--- config.mk ---
export PLATFORM = sky130hd
export DESIGN_NAME = chunk_serial_adder
export DESIGN_NICKNAME = d
export VERILOG_FILES = /design/src/rtl/chunk_serial_adder_pkg.sv /design/src/rtl/chunk_serial_adder_chunk_adder.sv /design/src/rtl/chunk_serial_adder.sv
export SDC_FILE = /design/constraint.sdc
export NUM_CORES = 1
export LEC_CHECK = 0
export BUFFER_PORTS_ARGS = -buffer_cell sky130_fd_sc_hd__buf_2
export CORE_MARGIN = 4
export CORE_UTILIZATION = 33
export CTS_CLUSTER_DIAMETER = 150
export DETAILED_ROUTE_END_ITERATION = 8
export PLACE_DENSITY = 0.63
export SKIP_LAST_GASP = 1
export SLEW_MARGIN = 20
export SYNTH_ARGS = -nofsm -noshare
export SYNTH_HDL_FRONTEND = slang
export SYNTH_SLANG_ARGS = --single-unit
--- constraint.sdc ---
create_clock -name clk -period 3.8 [get_ports clk]
set_clock_uncertainty 0.2 [all_clocks]
set_input_delay 0.95 -clock clk [delete_from_list [all_inputs] [get_ports clk]]
set_output_delay 0.95 -clock clk [all_outputs]
set_load 0.01 [all_outputs]
--- src/rtl/chunk_serial_adder_pkg.sv ---
// ---------------------------------------------------------------------------
// chunk_serial_adder_pkg
//   Shared definitions for the chunk-serial adder:
//     state_e        - controller states (idle / running chunks / result held)
//     chunk_cfg_ok() - elaboration-time sanity check of WIDTH/CHUNK pairing
// ---------------------------------------------------------------------------
package chunk_serial_adder_pkg;

  typedef enum logic [1:0] {
    ST_IDLE = 2'd0,
    ST_RUN  = 2'd1,
    ST_DONE = 2'd2
  } state_e;

  // WIDTH must split into a whole number of non-empty chunks.
  function automatic bit chunk_cfg_ok(input int width, input int chunk);
    return (chunk >= 1) && (width >= chunk) && ((width % chunk) == 0);
  endfunction

endpackage

--- src/rtl/chunk_serial_adder_chunk_adder.sv ---
// ---------------------------------------------------------------------------
// chunk_adder
//   Purely combinational CHUNK-bit ripple-carry adder built from full-adder
//   cells.
//   Ports:
//     a_c, b_c  in  CHUNK  operand slices
//     c_in      in  1      carry into bit 0
//     s_c       out CHUNK  sum slice
//     c_out     out 1      carry out of the top bit
//     c_msb_in  out 1      carry into the top bit (used for signed overflow)
// ---------------------------------------------------------------------------
module chunk_adder #(
  parameter int CHUNK = 4
) (
  input  logic [CHUNK-1:0] a_c,
  input  logic [CHUNK-1:0] b_c,
  input  logic             c_in,
  output logic [CHUNK-1:0] s_c,
  output logic             c_out,
  output logic             c_msb_in
);

  // The ripple is walked with a scalar carry variable rather than a carry
  // vector so the chain does not look like a self-referencing net.
  always_comb begin
    logic c;
    s_c      = '0;
    c_msb_in = 1'b0;
    c        = c_in;
    for (int i = 0; i < CHUNK; i++) begin
      if (i == CHUNK - 1) begin
        c_msb_in = c;
      end
      s_c[i] = a_c[i] ^ b_c[i] ^ c;
      c      = (a_c[i] & b_c[i]) | (c & (a_c[i] ^ b_c[i]));
    end
    c_out = c;
  end

endmodule

--- src/rtl/chunk_serial_adder.sv ---
// ---------------------------------------------------------------------------
// chunk_serial_adder
//   Multi-cycle add/subtract of two WIDTH-bit operands, CHUNK bits per clock,
//   LSB chunk first, with the inter-chunk carry held in a register.
//   Ports:
//     clk, rst_n            clock, asynchronous active-low reset
//     in_valid / in_ready   operand handshake (ready only while idle)
//     a, b, sub, cin        operands; sub=1 computes a-b, else a+b+cin
//     out_valid / out_ready result handshake; result held until out_ready
//     sum, cout, ovf        registered result, carry-out (sub: 1 = no
//                           borrow), two's-complement overflow
// ---------------------------------------------------------------------------
module chunk_serial_adder
  import chunk_serial_adder_pkg::*;
#(
  parameter int WIDTH = 16,
  parameter int CHUNK = 4
) (
  input  logic             clk,
  input  logic             rst_n,
  input  logic             in_valid,
  output logic             in_ready,
  input  logic [WIDTH-1:0] a,
  input  logic [WIDTH-1:0] b,
  input  logic             sub,
  input  logic             cin,
  output logic             out_valid,
  input  logic             out_ready,
  output logic [WIDTH-1:0] sum,
  output logic             cout,
  output logic             ovf
);

  localparam int NCHUNK = WIDTH / CHUNK;
  localparam int CNT_W  = (NCHUNK > 1) ? $clog2(NCHUNK) : 1;
  localparam logic [CNT_W-1:0] LAST_IDX = CNT_W'(NCHUNK - 1);

  if (!chunk_cfg_ok(WIDTH, CHUNK)) begin : g_cfg_err
    $error("chunk_serial_adder: WIDTH must be a non-zero multiple of CHUNK");
  end

  state_e           state_q, state_d;
  logic [CNT_W-1:0] cnt_q, cnt_d;
  logic [WIDTH-1:0] a_q, a_d;
  logic [WIDTH-1:0] b_q, b_d;
  logic             carry_q, carry_d;
  logic [WIDTH-1:0] sum_q, sum_d;
  logic             cout_q, cout_d;
  logic             ovf_q, ovf_d;

  logic [CHUNK-1:0] a_slice;
  logic [CHUNK-1:0] b_slice;
  logic [CHUNK-1:0] s_slice;
  logic             c_out;
  logic             c_msb_in;

  assign a_slice = a_q[int'(cnt_q) * CHUNK +: CHUNK];
  assign b_slice = b_q[int'(cnt_q) * CHUNK +: CHUNK];

  chunk_adder #(
    .CHUNK (CHUNK)
  ) u_chunk_adder (
    .a_c      (a_slice),
    .b_c      (b_slice),
    .c_in     (carry_q),
    .s_c      (s_slice),
    .c_out    (c_out),
    .c_msb_in (c_msb_in)
  );

  always_comb begin
    state_d = state_q;
    cnt_d   = cnt_q;
    a_d     = a_q;
    b_d     = b_q;
    carry_d = carry_q;
    sum_d   = sum_q;
    cout_d  = cout_q;
    ovf_d   = ovf_q;

    unique case (state_q)
      ST_IDLE: begin
        if (in_valid) begin
          // Subtraction is a + ~b + 1, so B is inverted once at accept and
          // the +1 rides in as the initial carry.
          a_d     = a;
          b_d     = b ^ {WIDTH{sub}};
          carry_d = sub ? 1'b1 : cin;
          cnt_d   = '0;
          state_d = ST_RUN;
        end
      end

      ST_RUN: begin
        sum_d[int'(cnt_q) * CHUNK +: CHUNK] = s_slice;
        carry_d = c_out;
        if (cnt_q == LAST_IDX) begin
          cout_d  = c_out;
          ovf_d   = c_msb_in ^ c_out;
          cnt_d   = '0;
          state_d = ST_DONE;
        end else begin
          cnt_d = cnt_q + CNT_W'(1);
        end
      end

      ST_DONE: begin
        if (out_ready) begin
          state_d = ST_IDLE;
        end
      end

      default: state_d = ST_IDLE;
    endcase
  end

  always_ff @(posedge clk or negedge rst_n) begin
    if (!rst_n) begin
      state_q <= ST_IDLE;
      cnt_q   <= '0;
      a_q     <= '0;
      b_q     <= '0;
      carry_q <= 1'b0;
      sum_q   <= '0;
      cout_q  <= 1'b0;
      ovf_q   <= 1'b0;
    end else begin
      state_q <= state_d;
      cnt_q   <= cnt_d;
      a_q     <= a_d;
      b_q     <= b_d;
      carry_q <= carry_d;
      sum_q   <= sum_d;
      cout_q  <= cout_d;
      ovf_q   <= ovf_d;
    end
  end

  assign in_ready  = (state_q == ST_IDLE);
  assign out_valid = (state_q == ST_DONE);
  assign sum       = sum_q;
  assign cout      = cout_q;
  assign ovf       = ovf_q;

endmodule

**Yosys cells after proc, flatten, opt, wreduce, memory -nomap -nowiden**

Index checks and enable logic that the tools add are counted.
Widths: inputs -> output; s select.

- Register bits after elaboration: 55
- Output and inout bits: 20
- Logic and storage cells: 59
- Bits of input ports: 38

- Bitwise gates (word level): 22
- Muxes and demuxes: 11
- Shift operators: 4
- $add $sub $neg: 2
- Reductions and logical operators: 6
- Eq/ne operators: 6

Operators with widths:

| operator | number |
|---|---|
| $neg 4->33 | 1 |
| $shift 4x33->16 const A | 1 |
| $shiftx 4x33->16 | 1 |
| $shiftx 16x5->4 | 2 |
| $bwmux 16 | 1 |
| $xor 16x16->16 | 1 |
| $mux 2 | 5 |
| $xor 1x1->1 | 9 |
| $and 1x1->1 | 8 |
| $pmux 2 s3 | 1 |
| $reduce_and 2->1 | 3 |
| $eq 2x2->1 const B | 2 |
| $ne 2x2->1 const B | 2 |
| $or 1x1->1 | 4 |
| $pmux 2 s2 | 1 |
| $reduce_and 3->1 | 1 |
| $add 2x1->2 const B | 1 |
| $eq 2x1->1 const B | 1 |
| $logic_not 2->1 | 1 |
| $mux 1 | 2 |
| $ne 2x1->1 const B | 1 |
| $pmux 1 s2 | 1 |
| $reduce_bool 2->1 | 1 |

**Longest topological paths before layout**

- Depth in word-level cells: 11
- Mapped depth: 10
- Depth with buffers taken out: 9

**Hierarchy**

From an unflattened synthesis, not the netlist that was laid out.

- Cell total of the unflattened synthesis: 202
- Area, all modules: 2827.7 um^2

Modules (own cells, without submodules):

| module | sequential area each (um^2) | times used | area an instance (um^2) | cells an instance |
|---|---|---|---|---|
| chunk_serial_adder | 1376.3 | 1 | 2717.6 | 190 |
| chunk_adder | 0.0 | 1 | 110.1 | 12 |

**Worst setup path before layout**

Ideal clock, no wire load.

- Path type: flip-flop to flip-flop
- Start: register cnt_q[1]
- End: register sum_q[7] (netlist: sum[7])
- Data required time: 3.475 ns
- Library setup time: 0.125 ns
- Path buffers: 1
- Stages on the path, launching flop included: 11
- Path slack: 0.624 ns
- Data arrival time: 2.851 ns
- Period minus slack after synthesis: 3.176 ns
- Cell sequence: dfrtp_1 clkbuf_1 mux4_2 inv_1 fa_1 fa_1 inv_1 fa_1 fa_1 and4b_1 mux2_2

- Longest elaborated chain between the ends: 11
- Elaborated cells on any way between the ends: 23
- Those cells by class: add/sub (1); shift (4); mux (1); bitwise (17)

Ends and longest elaborated chain:

| what | line | text |
|---|---|---|
| start: declaration | chunk_serial_adder.sv:43 | `logic [CNT_W-1:0] cnt_q, cnt_d;` |
| start signal: assignment | chunk_serial_adder.sv:129 | `cnt_q <= cnt_d;` |
| $shiftx 16x5->4 (on tied branches) | chunk_serial_adder.sv:57, chunk_serial_adder.sv:58 |  |
| $xor 1x1->1 | chunk_serial_adder_chunk_adder.sv:34, chunk_serial_adder_chunk_adder.sv:35 |  |
| $and 1x1->1 | chunk_serial_adder_chunk_adder.sv:35 | `c = (a_c[i] & b_c[i]) \| (c & (a_c[i] ^ b_c[i]));` |
| $or 1x1->1 | chunk_serial_adder_chunk_adder.sv:35 |  |
| $and 1x1->1 | chunk_serial_adder_chunk_adder.sv:35 |  |
| $or 1x1->1 | chunk_serial_adder_chunk_adder.sv:35 |  |
| $and 1x1->1 | chunk_serial_adder_chunk_adder.sv:35 |  |
| $or 1x1->1 | chunk_serial_adder_chunk_adder.sv:35 |  |
| $xor 1x1->1 | chunk_serial_adder_chunk_adder.sv:34 | `s_c[i] = a_c[i] ^ b_c[i] ^ c;` |
| $shiftx 4x33->16 | chunk_serial_adder.sv:95 | `sum_d[int'(cnt_q) * CHUNK +: CHUNK] = s_slice;` |
| $bwmux 16 (*) | chunk_serial_adder.sv:95 |  |
| end signal: assignment | chunk_serial_adder.sv:133 | `sum_q <= sum_d;` |
| end: declaration | chunk_serial_adder.sv:47 | `logic [WIDTH-1:0] sum_q, sum_d;` |

Every way passes the cells marked *; elsewhere a longest branch is shown, timed or not.
A chain may end at the register's enable or synchronous reset.

**Worst setup path after layout**

- Start: register cnt_q[0]
- End: register sum_q[15] (netlist: sum[15])

The elaborated chain is that of the path after synthesis.

==> results.cfg <==
[status]
status = completed

[final_layout]
area_delta_synth_final_pct = 16.0
n_antenna_cell = 0
n_fill_cell = 790
ff_latch_area_um2 = 1380
layout.cells.non_filler = 359
drive_gt1_frac = 0.496
fin_nets = 301
multi_input_area_um2 = 1350

[route]
drtPass1Iterations = 4
drc = 0
drtIter0Drc = 53
wl_per_cell_um = 15.7
vias_per_cell = 4.78
drtAntennaViolNets = 0
wl_um = 5640
vias = 1715

[grt]
grt_pass1_vias = 1871
grt_usage = 0.118
overflow = 0
antenna_found_initial = 0
grt_max_degree = 47
grt_pass1_wl_um = 9400

[cts]
postCtsHoldBufs = 0
cts_tree = done
root_buffer = clkbuf_8
clkTransAtPathRegs_ps = 100
h-tree-depth = 2
numCtsBuffers = 5
cts_setup_buffers = 0
clock_sinks = 55
cts_resized = 0
clkLatencyLatePin_ps = 310
cts_max_path_buffers = 2

[synthesis]
synth_area_um2 = 2850
synth.distinct_cells = 28
netlist.area_leader.share = 0.482
synthTopCellsByArea = dfrtp_1, mux2_2, mux4_2
ys_ff_latch = 55
synth_cells = 198
synth_edf_count = 0
yosysSeqAreaShare = 0.482
yosys_warnings = 0
synth_commonest_cells = dfrtp_1, mux2_2, xor2_1
post-synth-top-area-cell = dfrtp_1
yosys.cell_count.top_type = dfrtp_1
syn_avg_cell_area_um2 = 14.4
yosys_most_used_dff = dfrtp_1
syn-num-nets = 246
async_flop_share = 1.00

[setup_path]
crit_top_cell = fa_1
path_class = flop to flop
crit_path_end_kind = flop
critPathBufInv = 2
worstPathRequired_ps = 3850
cp_cell_sequence = mux4_2, inv_1, fa_1, fa_1, inv_1, fa_1, fa_1, nor4bb_1, mux2_2
critical_path.startpoint_type = flop
cp_top_family = adder cells
slowest_delay_ps = 580
slowest_stage = fa_1
cp_max_fo = 5
arrival_ps = 3310

[sta]
tns_ps = 0
min_period_over_period = 0.857
setup_violations = 0
post-route-min-period_ps = 3260
hold_slack_ps = 280
worst_slew_pin_slew_ps = 574
max_freq_mhz = 307
grt_setup_unrepaired = no
drv_slew = 0
slew_headroom = 0.617
final_hold_viol_count = 0

[power]
vdd_drop_max_mv = 0.379
power_density_nw_per_um2 = 891
p_leak_nw = 1.57

[die]
ios = 58
die_w_um = 101
initial_core_util = 0.344
dieArea_um2 = 10200
num_rows = 33
core_area_um2 = 8300
die_h_um = 101

[hold_path]
hold_path_class = input pin to async pin

[place]
port_buffers = 57
dpl.hpwl_um = 4250
dp.cells = 351
gp_congestion = 0.773

[flow_run]
drv_cap = 0
## cells by family (layout without fill, tap and decap cells)
family | after synthesis | in the layout | share of synthesized area
AO/OA/AOI/OAI | 6 | 6 | 0.0158
XOR/XNOR | 17 | 17 | 0.0522
adder cells (fa/ha/maj) | 10 | 10 | 0.0544
buffers and inverters | 23 | 79 | 0.0430
flip-flops | 55 | 55 | 0.482
multiplexers | 58 | 58 | 0.261
AND/OR/NAND/NOR | 29 | 29 | 0.0917
## worst register-to-register path, delay by kind of cell, from the launching register on
family                     cells  cell delay [ps]
muxes                          2              730
adders and majority gates      4             1340
and+or+nand+nor                1              290
DFF                            1              510
buffers and inverters          2              140
## routing by layer
metal / vias to the layer above / global-route usage / wire [um]
met5: - / 0 / 0
met4: 0 / 0.0276 / 41
met3: 6 / 0.0311 / 301
met2: 42 / 0.190 / 2650
met1: 855 / 0.159 / 2650
li1: 812 / - / -
## path summary, 6_finish.rpt
kind / startpoint / endpoint / slack [ps] / cells past startpoint
setup / recovery: cnt_q[0] / sum[15] / 540 / 9
hold / removal: rst_n / sum[0] / 280 / 1
setup reg to reg: cnt_q[0] / sum[15] / 540 / 9
hold reg to reg: a_q[4] / a_q[4] / 290 / 1
max in group asynchronous: rst_n / b_q[12] / 2290 / 2
min in group clk: a_q[4] / a_q[4] / 290 / 1
## power by group
part,internal (mW),switching [mW]
clock,0.150,0.188
sequential,0.849,0.193
combinational,0.849,0.719
## state kept, by name, indices dropped and copies added (netlist names)
register / count
cout: 1
a_q: 16
carry_q: 1
state_q: 2
b_q: 16
ovf: 1
cnt_q: 2
sum: 16
## area by class of cell
cell class / instances / area share
flip-flops and latches: 55 / 0.416
multi-input cells: 120 / 0.409
repair buffers: 61 / 0.0953
well taps: 105 / 0.0397
clock buffers: 7 / 0.0261
inverters: 10 / 0.0113
clock inverters: 1 / 0.00265
## metrics by stage
stage / util / setup WS [ps] / power [mW] / instance area (um^2)
after floorplan: - / 624 / 2.22 / 2850
after global placement: 0.387 / 610 / 2.60 / 3210
after detailed placement: 0.387 / 511 / 2.65 / 3210
after CTS: 0.399 / 494 / 2.99 / 3310
after global routing: 0.399 / 263 / 3.20 / 3310
final: 0.399 / 542 / 2.95 / 3310
## cells in the final DEF, fill, tap and decap left out, drive strengths merged, types with 4 or more instances in the layout
cell type / netlist / layout
buf: 11 / 61
dfrtp: 55 / 55
mux2: 50 / 50
xor2: 17 / 17
inv: 10 / 10
mux4: 8 / 8
nor4bb: 8 / 8
nor4b: 7 / 7
clkbuf: 2 / 7
ha: 6 / 6
and3b: 5 / 5
fa: 4 / 4
Power figures use the tool's default switching activity.
